==> config.mk <==
export PLATFORM = sky130hd
export DESIGN_NAME = spi_cmd_decoder
export DESIGN_NICKNAME = d
export VERILOG_FILES = /design/src/rtl/spi_cmd_pkg.sv /design/src/rtl/sync_bit.sv /design/src/rtl/spi_cmd_decoder.sv
export SDC_FILE = /design/constraint.sdc
export NUM_CORES = 1
export LEC_CHECK = 0
export CAP_MARGIN = 20
export CORE_ASPECT_RATIO = 0.5
export CORE_MARGIN = 2
export CORE_UTILIZATION = 52
export CTS_BUF_LIST = sky130_fd_sc_hd__clkbuf_4 sky130_fd_sc_hd__clkbuf_8
export DETAILED_ROUTE_END_ITERATION = 12
export PLACE_DENSITY = 0.92
export REMOVE_ABC_BUFFERS = 1
export SLEW_MARGIN = 15
export SYNTH_ARGS = -nofsm -noshare
export SYNTH_HDL_FRONTEND = slang
export SYNTH_HIERARCHICAL = 1
export SYNTH_SLANG_ARGS = --single-unit
==> constraint.sdc <==
create_clock -name sys_clk -period 1.7 [get_ports sys_clk]
set_input_delay 0.34 -clock sys_clk [delete_from_list [all_inputs] [get_ports sys_clk]]
set_output_delay 0.34 -clock sys_clk [all_outputs]
set_load 0.05 [all_outputs]
==> src/rtl/spi_cmd_pkg.sv <==
// Shared constants for the SPI command decoder: opcodes, lengths,
// FSM encoding and byte-lane offsets into the received SPI word.
package spi_cmd_pkg;

    localparam logic [2:0] OP_WRITE_AT   = 3'b000;
    localparam logic [2:0] OP_READ_AT    = 3'b001;
    localparam logic [2:0] OP_WRITE_NEXT = 3'b010;
    localparam logic [2:0] OP_READ_NEXT  = 3'b011;
    localparam logic [2:0] OP_SET_CTRL   = 3'b100;

    localparam logic [2:0] LEN_WRITE_AT   = 3'd4;
    localparam logic [2:0] LEN_READ_AT    = 3'd3;
    localparam logic [2:0] LEN_WRITE_NEXT = 3'd2;
    localparam logic [2:0] LEN_READ_NEXT  = 3'd1;
    localparam logic [2:0] LEN_SET_CTRL   = 3'd2;
    localparam logic [2:0] LEN_RESERVED   = 3'd1;

    localparam int LANE_CMD = 0;
    localparam int LANE_B1  = 8;
    localparam int LANE_B2  = 16;
    localparam int LANE_B3  = 24;

    typedef enum logic [1:0] {
        IDLE   = 2'd0,
        DECODE = 2'd1,
        BUS    = 2'd2
    } state_e;

    function automatic logic [2:0] op_len(input logic [2:0] op);
        logic [2:0] len;
        len = LEN_RESERVED;
        case (op)
            OP_WRITE_AT:   len = LEN_WRITE_AT;
            OP_READ_AT:    len = LEN_READ_AT;
            OP_WRITE_NEXT: len = LEN_WRITE_NEXT;
            OP_READ_NEXT:  len = LEN_READ_NEXT;
            OP_SET_CTRL:   len = LEN_SET_CTRL;
            default:       len = LEN_RESERVED;
        endcase
        return len;
    endfunction

endpackage

==> src/rtl/sync_bit.sv <==
// Multi-flop synchronizer for a single level signal.
// Ports: clk_i/rst_ni (async low), d_i async input, q_o synchronized level.
module sync_bit #(
    parameter int STAGES = 2
) (
    input  logic clk_i,
    input  logic rst_ni,
    input  logic d_i,
    output logic q_o
);

    logic [STAGES-1:0] sync_q;

    always_ff @(posedge clk_i or negedge rst_ni) begin
        if (!rst_ni) begin
            sync_q <= '0;
        end else begin
            sync_q <= {sync_q[STAGES-2:0], d_i};
        end
    end

    assign q_o = sync_q[STAGES-1];

endmodule

==> src/rtl/spi_cmd_decoder.sv <==
// Decodes completed SPI transactions into single-byte bus cycles.
// Ports: spi_done/spi_rx_bytes in, spi_length/spi_tx_byte out, bus_* master, ctrl/busy/err status.
module spi_cmd_decoder
    import spi_cmd_pkg::*;
#(
    parameter int ADDR_WIDTH  = 17,
    parameter int SYNC_STAGES = 2
) (
    input  logic                  sys_clk,
    input  logic                  sys_reset_n,
    input  logic                  spi_done,
    input  logic [31:0]           spi_rx_bytes,
    output logic [2:0]            spi_length,
    output logic [7:0]            spi_tx_byte,
    output logic                  bus_req,
    input  logic                  bus_ack,
    output logic                  bus_we,
    output logic [ADDR_WIDTH-1:0] bus_addr,
    output logic [7:0]            bus_wr_data,
    input  logic [7:0]            bus_rd_data,
    output logic [7:0]            ctrl,
    output logic                  busy,
    output logic                  err
);

    state_e                state_q, state_d;
    logic [31:0]           rx_q, rx_d;
    logic                  req_q, req_d;
    logic                  we_q, we_d;
    logic [ADDR_WIDTH-1:0] addr_q, addr_d;
    logic [7:0]            wdata_q, wdata_d;
    logic [7:0]            tx_q, tx_d;
    logic [7:0]            ctrl_q, ctrl_d;
    logic                  busy_q, busy_d;
    logic                  err_q, err_d;
    logic [ADDR_WIDTH-1:0] next_q, next_d;
    logic                  done_prev_q;
    logic                  done_sync;
    logic                  strobe;

    logic [2:0]            op;
    logic [7:0]            b1, b2, b3;
    logic [ADDR_WIDTH-1:0] at_wr_addr, at_rd_addr;
    logic                  unused_cmd_bits;

    sync_bit #(
        .STAGES (SYNC_STAGES)
    ) u_done_sync (
        .clk_i  (sys_clk),
        .rst_ni (sys_reset_n),
        .d_i    (spi_done),
        .q_o    (done_sync)
    );

    assign strobe = done_sync & ~done_prev_q;

    assign spi_length = op_len(spi_rx_bytes[LANE_CMD+5 +: 3]);

    assign op = rx_q[LANE_CMD+5 +: 3];
    assign b1 = rx_q[LANE_B1 +: 8];
    assign b2 = rx_q[LANE_B2 +: 8];
    assign b3 = rx_q[LANE_B3 +: 8];

    // A16 rides in cmd bit 0; the two _AT forms place addr bytes differently.
    assign at_wr_addr = ADDR_WIDTH'({rx_q[LANE_CMD], b2, b3});
    assign at_rd_addr = ADDR_WIDTH'({rx_q[LANE_CMD], b1, b2});

    assign unused_cmd_bits = ^rx_q[LANE_CMD+1 +: 4];

    always_comb begin
        state_d = state_q;
        rx_d    = rx_q;
        req_d   = req_q;
        we_d    = we_q;
        addr_d  = addr_q;
        wdata_d = wdata_q;
        tx_d    = tx_q;
        ctrl_d  = ctrl_q;
        busy_d  = busy_q;
        err_d   = err_q;
        next_d  = next_q;

        // Overlapped transaction: dropped, flagged.
        if (strobe && state_q != IDLE) begin
            err_d = 1'b1;
        end

        unique case (state_q)
            IDLE: begin
                if (strobe) begin
                    rx_d    = spi_rx_bytes;
                    busy_d  = 1'b1;
                    state_d = DECODE;
                end
            end
            DECODE: begin
                state_d = BUS;
                req_d   = 1'b1;
                case (op)
                    OP_WRITE_AT: begin
                        addr_d  = at_wr_addr;
                        we_d    = 1'b1;
                        wdata_d = b1;
                    end
                    OP_READ_AT: begin
                        addr_d = at_rd_addr;
                        we_d   = 1'b0;
                    end
                    OP_WRITE_NEXT: begin
                        addr_d  = next_q;
                        we_d    = 1'b1;
                        wdata_d = b1;
                    end
                    OP_READ_NEXT: begin
                        addr_d = next_q;
                        we_d   = 1'b0;
                    end
                    OP_SET_CTRL: begin
                        ctrl_d  = b1;
                        req_d   = 1'b0;
                        busy_d  = 1'b0;
                        state_d = IDLE;
                    end
                    default: begin
                        err_d   = 1'b1;
                        req_d   = 1'b0;
                        busy_d  = 1'b0;
                        state_d = IDLE;
                    end
                endcase
            end
            BUS: begin
                if (bus_ack) begin
                    req_d   = 1'b0;
                    busy_d  = 1'b0;
                    next_d  = addr_q + ADDR_WIDTH'(1);
                    state_d = IDLE;
                    if (!we_q) begin
                        tx_d = bus_rd_data;
                    end
                end
            end
            default: begin
                state_d = IDLE;
            end
        endcase
    end

    always_ff @(posedge sys_clk or negedge sys_reset_n) begin
        if (!sys_reset_n) begin
            state_q     <= IDLE;
            rx_q        <= '0;
            req_q       <= 1'b0;
            we_q        <= 1'b0;
            addr_q      <= '0;
            wdata_q     <= '0;
            tx_q        <= '0;
            ctrl_q      <= '0;
            busy_q      <= 1'b0;
            err_q       <= 1'b0;
            next_q      <= '0;
            done_prev_q <= 1'b0;
        end else begin
            state_q     <= state_d;
            rx_q        <= rx_d;
            req_q       <= req_d;
            we_q        <= we_d;
            addr_q      <= addr_d;
            wdata_q     <= wdata_d;
            tx_q        <= tx_d;
            ctrl_q      <= ctrl_d;
            busy_q      <= busy_d;
            err_q       <= err_d;
            next_q      <= next_d;
            done_prev_q <= done_sync;
        end
    end

    assign bus_req     = req_q;
    assign bus_we      = we_q;
    assign bus_addr    = addr_q;
    assign bus_wr_data = wdata_q;
    assign spi_tx_byte = tx_q;
    assign ctrl        = ctrl_q;
    assign busy        = busy_q;
    assign err         = err_q;

endmodule

==> metrics, run 1 <==
# port buffers=87; clock buffer count from CTS=9; switching part of the total=46.7%; critical path's top delay family=buffers and inverters; HP Class=input port to flip-flop; Placer Congestion=0.757; Mean Syn Cell Area=12.1 sq um; Skew-Pair Late Insertion Delay=370 ps; die area=8710 sq um; max cap viols=0; crit path from=state_q[0]; CTS tree=done; vias in the first global route=about 3300; gr ovfl total=0; clock sinks=95; Post-synth ARST share=100%; Synth Register Bits=95; Fin. Hold Viols=0; wire per inst=19.9 microns; vias per inst=5.91; Final min period=1650 ps; Yosys cell types=35; Total Wirelength=11.3 mm; fin crit share=between 90% and 100%; top cells by count, synth=95 x dfrtp_1, 53 x mux2_1, 37 x nand2_1; Detail Route Antenna Nets=0; Worst path max stage delay=360 ps; pin count of the biggest net entering global routing=between 40 and 50; share of cells above drive strength 1=25.1%; Root Driver=clkbuf_8; Max clock buf depth=2; core footprint=7510 sq um; Overall Global Routing Usage=25.4%; vias=3345; crit path DAT=roughly 1900 ps; origin of the critical flop-to-flop path=state_q[0]; internal power=0.00673 W; Flop pwr share=34.4%; I/O Pins=a little over 90; critical path type=flip-flop to flip-flop; standard-cell rows=22; fin area=5700 sq um; Psw=0.00589 W; DRC viols=0; total placed cells including tap cells=548; Syn Std Cell Area=a little over 4000 sq um; Die H=67 microns; Worst Setup End Kind=flip-flop; Worst Skew=13.3 ps; cells along the critical path=inv_1, ha_1, nand2_1, buf_4, mux2_1; ant diodes=0; WP data required=slightly below 2000 ps; Layout fillers=441; final worst setup slack=roughly 48 ps; dpl ws=-251 ps; CP Launch Type=flip-flop; Slew HR=70.8%; Synth area leader=dfrtp_1; slew of the pin with the lowest slew margin=437 ps; ys flop type=dfrtp_1; PD cells=2220 nW/um^2; placed cell areas=5400 sq um; Die X=130 microns; Initial DRT Pass Iterations=8; post-synthesis sequential area ratio=57.6%; number of cells on the critical path=5; warnings from Yosys=6; post-route insts no fill=566; Logic pwr share=54.6%; Lkg Pwr=about 2.5 nW; Hold WS=352 ps; Post-Synthesis Cells=341; H-tree Lvls=3; R2R cell count=5; initial antenna violation count=0; post-synth top area share=around 58%; Initial Util=54.9%; Buf/Inv on CP=2; Max Clk Rate=605 MHz; synth top area cells=dfrtp_1 58%, mux2_1 14%, nand2_1 3.4%; hold path start=spi_rx_bytes[7]; Clock power frac=10.9%; Post-DP HPWL=6.69 mm; slowest CP cell=dfrtp_1; status=completed; Area Overhead vs Synth=38.0%; Hold Path Depth=2; global-route wire length before repair=between 15 and 20 mm; final max-slew violation count=0; Worst-path clk slew=80 ps; EDFF count, synth=0; Initial DRC Count=432; most frequent cell after synthesis=dfrtp_1; final setup fails=0; worst vdd ir=967 uV; final net count=503; CP Max Fanout=20; setup TNS=0 ps
power by group through the flow:
stage	registers [W]	logic [W]	clock network, W
2_1_floorplan	0.00595	0.00204	0
4_1_cts	0.00425	0.00654	0.00137
3_5_place_dp	0.00427	0.00645	0
6_report	0.00435	0.00690	0.00138
5_1_grt	0.00446	0.00728	0.00147
3_3_place_gp	0.00420	0.00624	0
per-layer routing:
metal / wire length [microns] / up-vias / global-route usage, %
met3: 917 / 40 / 7.15
met4: 362 / 0 / 8.47
met2: 5490 / 173 / 43.5
met5: 0 / - / 0
met1: 4510 / 1699 / 31.5
li1: - / 1433 / -
path summary, 6_finish.rpt:
| path | slack, ps | endpoint |
|---|---|---|
| max in group asynchronous | 710 | rx_q[30] |
| setup reg to reg | 50 | next_q[1] |
| min in group asynchronous | 410 | bus_addr[3] |
| hold reg to reg | 360 | u_done_sync/sync_q[1] |
| setup / recovery | 50 | next_q[1] |
| hold / removal | 350 | rx_q[7] |
area by class of cell:
class	instances	area, sq um	area share, %
flip-flops and latches	95	2380	41.7
clock inverters	1	5.00	0.0879
inverters	7	26.3	0.461
multi-input cells	223	1690	29.7
clock buffers	13	166	2.92
repair buffers	119	1300	22.8
well taps	108	135	2.37
what timing repair did:
action / CTS / global route
hold buffers: 1 / 0
endpoints found under the hold margin: 23 / 0
cloned: 0 / 2
buffers inserted: 0 / 1
endpoints found under the setup margin: 22 / 61
gates resized for setup: 7 / 14
pin swaps: 2 / 1
kinds of logic (layout without fill, tap and decap cells):
family | after synthesis | in the layout | synth area share [%]
adders and majority gates | 4 | 4 | 1.21
DFF | 95 | 95 | 57.6
xor gates and xnor gates | 16 | 16 | 3.40
muxes | 55 | 55 | 14.9
buffers and inverters | 23 | 140 | 2.46
AOI/OAI and AO/OA | 63 | 63 | 9.49
and+or+nand+nor | 85 | 85 | 10.9
flip-flops by register name (all words and copies together), names as in the netlist:
register and cells:
rx_q 28, bus_addr 17, next_q 17, bus_wr_data 8
ctrl 8, spi_tx_byte 8, state_q 2, u_done_sync/sync_q 2
bus_req 1, bus_we 1, busy 1, done_prev_q 1
err 1
layout by cell type, fill, tap and decap left out, drive strengths merged, types with 3 or more instances in the layout:
master and n:
a21oi 21, a221o 3, a221oi 13, buf 78, clkbuf 15, clkdlybuf4s50 35, dfrtp 95, ha 4
inv 7, mux2 53, nand2 37, nand3 4, nand4 5, nor2 22, nor3 6, nor4 4
o21ai 21, xnor2 14
worst reg2reg max path: cells and delay by family (launching register included):
kind                     cells  cell delay, ps
buffers and inverters        2             400
adder cells (fa/ha/maj)      1             210
flip-flops                   1             360
multiplexers                 1             360
AND/OR/NAND/NOR              1             200
metrics by stage:
| stage | power, W | utilization [%] |
|---|---|---|
| 2_1_floorplan | 0.00800 | - |
| 3_3_place_gp | 0.0104 | 71.8 |
| 3_5_place_dp | 0.0107 | 71.8 |
| 4_1_cts | 0.0122 | 74.4 |
| 5_1_grt | 0.0132 | 75.8 |
| 6_report | 0.0126 | 75.8 |
Note: power is estimated with default switching activity, not from simulation.
==> run 2, diff against run 1 <==
Settings changed: ABC_AREA from default to 1, CTS_CLUSTER_DIAMETER from default to 50.
==> metrics, run 2 <==
status=completed (unchanged); post-synthesis sequential area ratio=56.0% (was 57.6%); RSZ-0062 raised after global routing=false; most frequent cells in the layout=112 x nand2_1, 94 x dfrtp_1, 54 x buf_4 (was 95 x dfrtp_1, 55 x buf_4, 53 x mux2_1); crit path DAT=1300 ps (was 1900 ps); Fin. Hold Viols=0 (unchanged); Yosys cell types=26 (was 35); setup TNS=0 ps (unchanged); Worst path max stage delay=470 ps (was 360 ps); warnings from Yosys=6 (unchanged); multi-input logic area=1630 sq um (was 1690 sq um); Top reg by flops=rx_q (unchanged); Die H=67.9 microns (was 67 microns); Hold Path Depth=0 (was 2); H-tree Lvls=3 (unchanged); CP Launch Type=input port (was flip-flop); Skew-Pair Late Insertion Delay=370 ps (about the same); slowest CP cell=clkdlybuf4s50_1 (was dfrtp_1); fin crit share=96.4% (was 97.2%); Root Driver=clkbuf_8 (unchanged); global-route wire length before repair=17.2 mm (was 16.4 mm); post-synth top area share=56.0% (was 57.6%); Post-synth ARST share=100% (unchanged); Layout fillers=510 (was 441); CTS tree=done (unchanged); standard-cell rows=23 (was 22); Initial Util=53.2% (was 54.9%); gr ovfl total=0 (unchanged); PD cells=2170 nW/um^2 (was 2220 nW/um^2); slew of the pin with the lowest slew margin=387 ps (was 437 ps); Syn Std Cell Area=4240 sq um (was 4130 sq um); vias in the first global route=3559 (was 3295); EDFF count, synth=0 (unchanged); clock sinks=95 (unchanged); Placer Congestion=0.917 (was 0.757); cells along the critical path=clkdlybuf4s50_1, inv_2, o21ai_4, a21oi_4, buf_12 (was inv_1, ha_1, nand2_1, buf_4, mux2_1); final max-slew violation count=0 (unchanged); HP Class=flip-flop to flip-flop (was input port to flip-flop); Post-Synth Simple-Gate Area=16.4% (was 10.9%); register area=2380 sq um (about the same); Hold WS=351 ps (was 352 ps); most frequent cell after synthesis=nand2_1 (was dfrtp_1); Worst Skew=11.3 ps (was 13.3 ps); core footprint=7970 sq um (was 7510 sq um); Initial DRC Count=460 (was 432); ant diodes=0 (unchanged); Power Total=0.0125 W (was 0.0126 W); DRC viols=0 (unchanged); Max Clk Rate=610 MHz (was 605 MHz); Detail Route Antenna Nets=0 (unchanged); CP Max Fanout=2 (was 20); Worst Setup End Kind=output pin (was flip-flop); Max clock buf depth=2 (unchanged); critical path type=input port to output pin (was flip-flop to flip-flop); final setup fails=0 (unchanged); Final Util=72.1% (was 75.8%); share of cells above drive strength 1=22.4% (was 25.1%); Synth Register Bits=95 (unchanged); Synth area leader=dfrtp_1 (unchanged); initial antenna violation count=0 (unchanged); Post-Synthesis Cells=468 (was 341); ys flop type=dfrtp_1 (unchanged); I/O Pins=92 (unchanged); Worst-path clk slew=80 ps (about the same); Post-DP HPWL=7.55 mm (was 6.69 mm); # port buffers=87 (unchanged); WP data required=1360 ps (was 1950 ps); pin count of the biggest net entering global routing=36 (was 43); top cells by count, synth=113 x nand2_1, 95 x dfrtp_1, 54 x inv_1 (was 95 x dfrtp_1, 53 x mux2_1, 37 x nand2_1); Final min period=1640 ps (was 1650 ps); Largest register FFs=28 (unchanged); Initial DRT Pass Iterations=5 (was 8); Area Overhead vs Synth=35.5% (was 38.0%); vias per inst=5.39 (was 5.91); post-synthesis adder-cell area fraction=1.18% (was 1.21%); synth top area cells=dfrtp_1 56%, nand2_1 10%, mux2_2 6.1% (was dfrtp_1 58%, mux2_1 14%, nand2_1 3.4%); die area=8940 sq um (was 8710 sq um); Slew HR=74.2% (was 70.8%); Die X=132 microns (was 130 microns); clock buffer count from CTS=9 (unchanged); most common cell after layout, fill and taps aside=nand2_1 (was dfrtp_1); placed cell areas=5420 sq um (was 5400 sq um); Mean Syn Cell Area=9.07 sq um (was 12.1 sq um); wire per inst=15.8 microns (was 19.9 microns); Synth Area in Compound Gates=12.6% (was 9.49%); fin area=5750 sq um (was 5700 sq um); Lkg Pwr=2.83 nW (was 2.52 nW); xor/xnor share of the synthesized area=0.825% (was 3.39%); Overall Global Routing Usage=25.0% (was 25.4%); worst vdd ir=792 uV (was 967 uV); Total Wirelength=11.0 mm (was 11.3 mm); final net count=623 (was 503); R2R cell count=6 (was 5); vias=3729 (was 3345); mux contribution to synthesized area=6.10% (was 14.9%); largest family of logic cells by synthesized area=simple AND/OR/NAND/NOR gates (was multiplexers); max cap viols=0 (unchanged)
-- run 2: cell types whose count changed after synthesis, sizes merged, moves of 5 or more --
| cell | before | now |
|---|---|---|
| nand2 | 37 | 118 |
| inv | 7 | 56 |
| mux2 | 53 | 23 |
| o21ai | 21 | 47 |
| nor2 | 22 | 36 |
| xnor2 | 14 | 0 |
| a221oi | 13 | 0 |
| nand3 | 4 | 14 |
| a21oi | 21 | 30 |
| o211ai | 0 | 8 |
| nor3 | 6 | 0 |
| a22oi | 0 | 5 |
-- run 2: area by class of cell --
type / instances / area share (%)
Inverter: 57 / 3.72
Sequential cell: 95 / 41.4
Clock inverter: 3 / 1.13
Tap cell: 112 / 2.44
Clock buffer: 13 / 2.89
Timing Repair Buffer: 111 / 20.0
Multi-Input combinational cell: 301 / 28.4
-- run 2: per-stage QoR --
step	instances	setup WS, ps
finish	692	60.7
floorplan	453	-863
CTS	690	7.52
detailed placement	673	-75.1
global placement	673	-4.38
global route	692	18.8
-- run 2: worst max-delay path: cells and delay by family --
family	cells	cell delay, ps
AO/OA/AOI/OAI	2	240
buffers and inverters	3	730
-- run 2: cells by family (layout without fill, tap and decap cells) --
group	after synthesis	after routing
fa+ha+maj	4	4
compound gates	98	98
buf+inv	72	184
xor+xnor	4	4
simple gates	172	172
flops	95	95
mux	23	23
-- run 2: repair_timing --
| action | CTS | global route |
|---|---|---|
| hold buffers | 1 | 0 |
| setup endpoints to repair | 2 | 18 |
| gates resized for setup | 3 | 17 |
| endpoints found under the hold margin | 26 | 0 |
| buffers inserted | 0 | 2 |
| pin swaps | 0 | 4 |
-- run 2: path summary, 6_finish.rpt --
check	startpoint	end	slack [ps]
worst max-delay path	spi_rx_bytes[5]	spi_length[1]	60
max in group asynchronous	sys_reset_n	next_q[7]	740
worst min-delay path	u_done_sync/sync_q[0]	u_done_sync/sync_q[1]	350
worst max register to register	state_q[0]	spi_tx_byte[1]	140
min in group asynchronous	sys_reset_n	bus_addr[2]	450
worst min register to register	u_done_sync/sync_q[0]	u_done_sync/sync_q[1]	350
-- run 2: power breakdown --
group	switching, W	internal, W
Clock	0.000755	0.000940
Sequential	0.000887	0.00333
Combinational	0.00423	0.00234
Total	0.00587	0.00661
-- run 2: routing by layer --
metal / track usage, % / wire length [microns] / vias to the layer above
met3: 7.11 / 873 / 32
met1: 31.5 / 4570 / 1794
met5: 0 / 0 / -
met2: 41.9 / 5250 / 176
li1: - / - / 1727
met4: 10.6 / 260 / 0
==> run 3, diff against run 2 <==
Settings changed: MAX_ROUTING_LAYER from default to met4.
==> metrics, run 3 (synthesized netlist as in run 2, its figures left out) <==
CP Launch Type=input port (unchanged); Fin. Hold Viols=0 (unchanged); final max-slew violation count=0 (unchanged); Worst Setup End Kind=output pin (unchanged); total setup buffers inserted after CTS=0 (unchanged); critical path type=input port to output pin (unchanged); RSZ-0062 raised after global routing=true (was false); Psw=0.00583 W (was 0.00587 W); Skew-Pair Late Insertion Delay=390 ps (was 370 ps); Initial DRC Count=340 (was 460); Initial Util=53.2% (unchanged); Placer Congestion=0.913 (was 0.917); Die X=132 microns (unchanged); Final min period=1660 ps (was 1640 ps); clock buffer count from CTS=9 (unchanged); share of cells above drive strength 1=21.8% (was 22.4%); Initial DRT Pass Iterations=5 (unchanged); Worst Skew=11.2 ps (was 11.3 ps); switching part of the total=47.2% (was 47.0%); Detail Route Antenna Nets=0 (unchanged); pin count of the biggest net entering global routing=36 (unchanged); Slew HR=71.9% (was 74.2%); WP data required=1360 ps (about the same); Flop pwr share=33.9% (was 33.8%); wire per inst=15.6 microns (was 15.8 microns); Worst-path clk slew=80 ps (about the same); status=completed (unchanged); core footprint=7970 sq um (unchanged); I/O Pins=92 (unchanged); post-route insts no fill=690 (was 692); final setup fails=0 (unchanged); standard-cell rows=23 (unchanged); vias per inst=5.41 (was 5.39); Layout fillers=554 (was 510); Post-DP HPWL=7.72 mm (was 7.55 mm); Area Overhead vs Synth=33.9% (was 35.5%); # port buffers=87 (unchanged); fin crit share=97.7% (was 96.4%); slew of the pin with the lowest slew margin=421 ps (was 387 ps); internal power=0.00654 W (was 0.00661 W); worst vdd ir=866 uV (was 792 uV); placed cell areas=5420 sq um (unchanged); DRC viols=0 (unchanged); final net count=621 (was 623); fin area=5680 sq um (was 5750 sq um); Lkg Pwr=2.80 nW (was 2.83 nW); final worst setup slack=39.8 ps (was 60.7 ps); Max Clk Rate=602 MHz (was 610 MHz); H-tree Lvls=3 (unchanged); PD cells=2180 nW/um^2 (was 2170 nW/um^2); Hold Path Depth=0 (unchanged); Die H=67.9 microns (unchanged); Top reg by flops=rx_q (unchanged); dpl ws=-48.8 ps (was -75.1 ps); clock sinks=95 (unchanged); CTS tree=done (unchanged); Max clock buf depth=2 (unchanged); initial antenna violation count=0 (unchanged); CP Max Fanout=3 (was 2); global-route wire length before repair=17.0 mm (was 17.2 mm); most common cell after layout, fill and taps aside=nand2_1 (unchanged); crit path DAT=1320 ps (was 1300 ps); gr ovfl total=0 (unchanged); Overall Global Routing Usage=25.6% (was 25.0%); Total Wirelength=10.8 mm (was 11.0 mm); ant diodes=0 (unchanged); vias in the first global route=3638 (was 3559); Logic pwr share=52.9% (was 52.6%); Root Driver=clkbuf_8 (unchanged); Clock power frac=13.2% (was 13.6%); max cap viols=0 (unchanged); most frequent cells in the layout=112 x nand2_1, 94 x dfrtp_1, 53 x buf_4 (was 112 x nand2_1, 94 x dfrtp_1, 54 x buf_4); die area=8940 sq um (unchanged); R2R cell count=6 (unchanged); multi-input logic area=1600 sq um (was 1630 sq um); vias=3732 (was 3729); total placed cells including tap cells=673 (unchanged); HP Class=flip-flop to flip-flop (unchanged); Largest register FFs=28 (unchanged); register area=2380 sq um (unchanged)
## run 3: area by class of cell
class                   instances  share of cell area (%)
clock buffers                  12                    2.58
flip-flops and latches         95                    41.9
clock inverters                 4                    1.23
inverters                      57                    3.76
multi-input cells             301                    28.2
repair buffers                109                    19.9
well taps                     112                    2.47
## run 3: power by group through the flow
stage | logic [W] | registers (W) | clock network, W
finish | 0.00655 | 0.00420 | 0.00163
global route | 0.00703 | 0.00430 | 0.00172
detailed placement | 0.00642 | 0.00420 | 0
CTS | 0.00650 | 0.00417 | 0.00165
global placement | 0.00619 | 0.00414 | 0
floorplan | 0.00235 | 0.00575 | 0
## run 3: worst max-delay path, cell delays in order
cell,delay (ps)
clkdlybuf4s50_1,470
inv_2,50
nand2_2,90
nor2_4,50
a21oi_2,160
buf_12,160
## run 3: worst paths after layout
path,startpoint,endpoint,slack [ps]
max,spi_rx_bytes[6],spi_length[1],40
min,u_done_sync/sync_q[0],u_done_sync/sync_q[1],350
min in group asynchronous,sys_reset_n,bus_addr[2],420
max reg2reg,state_q[0],spi_tx_byte[1],120
max in group asynchronous,sys_reset_n,next_q[5],770
min reg2reg,u_done_sync/sync_q[0],u_done_sync/sync_q[1],350
## run 3: metal layers
layer | vias up | routed length, microns | GRT usage, %
li1 | 1727 | - | -
met1 | 1802 | 4420 | 30.0
met2 | 169 | 5180 | 41.9
met3 | 34 | 879 | 7.19
met4 | 0 | 307 | 13.3
met5 | - | 0 | -
## run 3: repair_timing
| item | in CTS | in global routing |
|---|---|---|
| endpoints found under the setup margin | 2 | 16 |
| gates resized for setup | 3 | 9 |
| endpoints found under the hold margin | 26 | 0 |
| pin swaps | 0 | 2 |
| hold buffers | 1 | 0 |
## run 3: through the flow
step	hold WS [ps]	setup TNS [ps]	util, %	power (W)
after floorplan	44.4	-6900	-	0.00810
after global placement	286	0	68.0	0.0103
after detailed placement	286	-55.1	68.0	0.0106
after CTS	353	0	70.9	0.0123
after global routing	375	-69.4	71.3	0.0131
final	352	0	71.3	0.0124
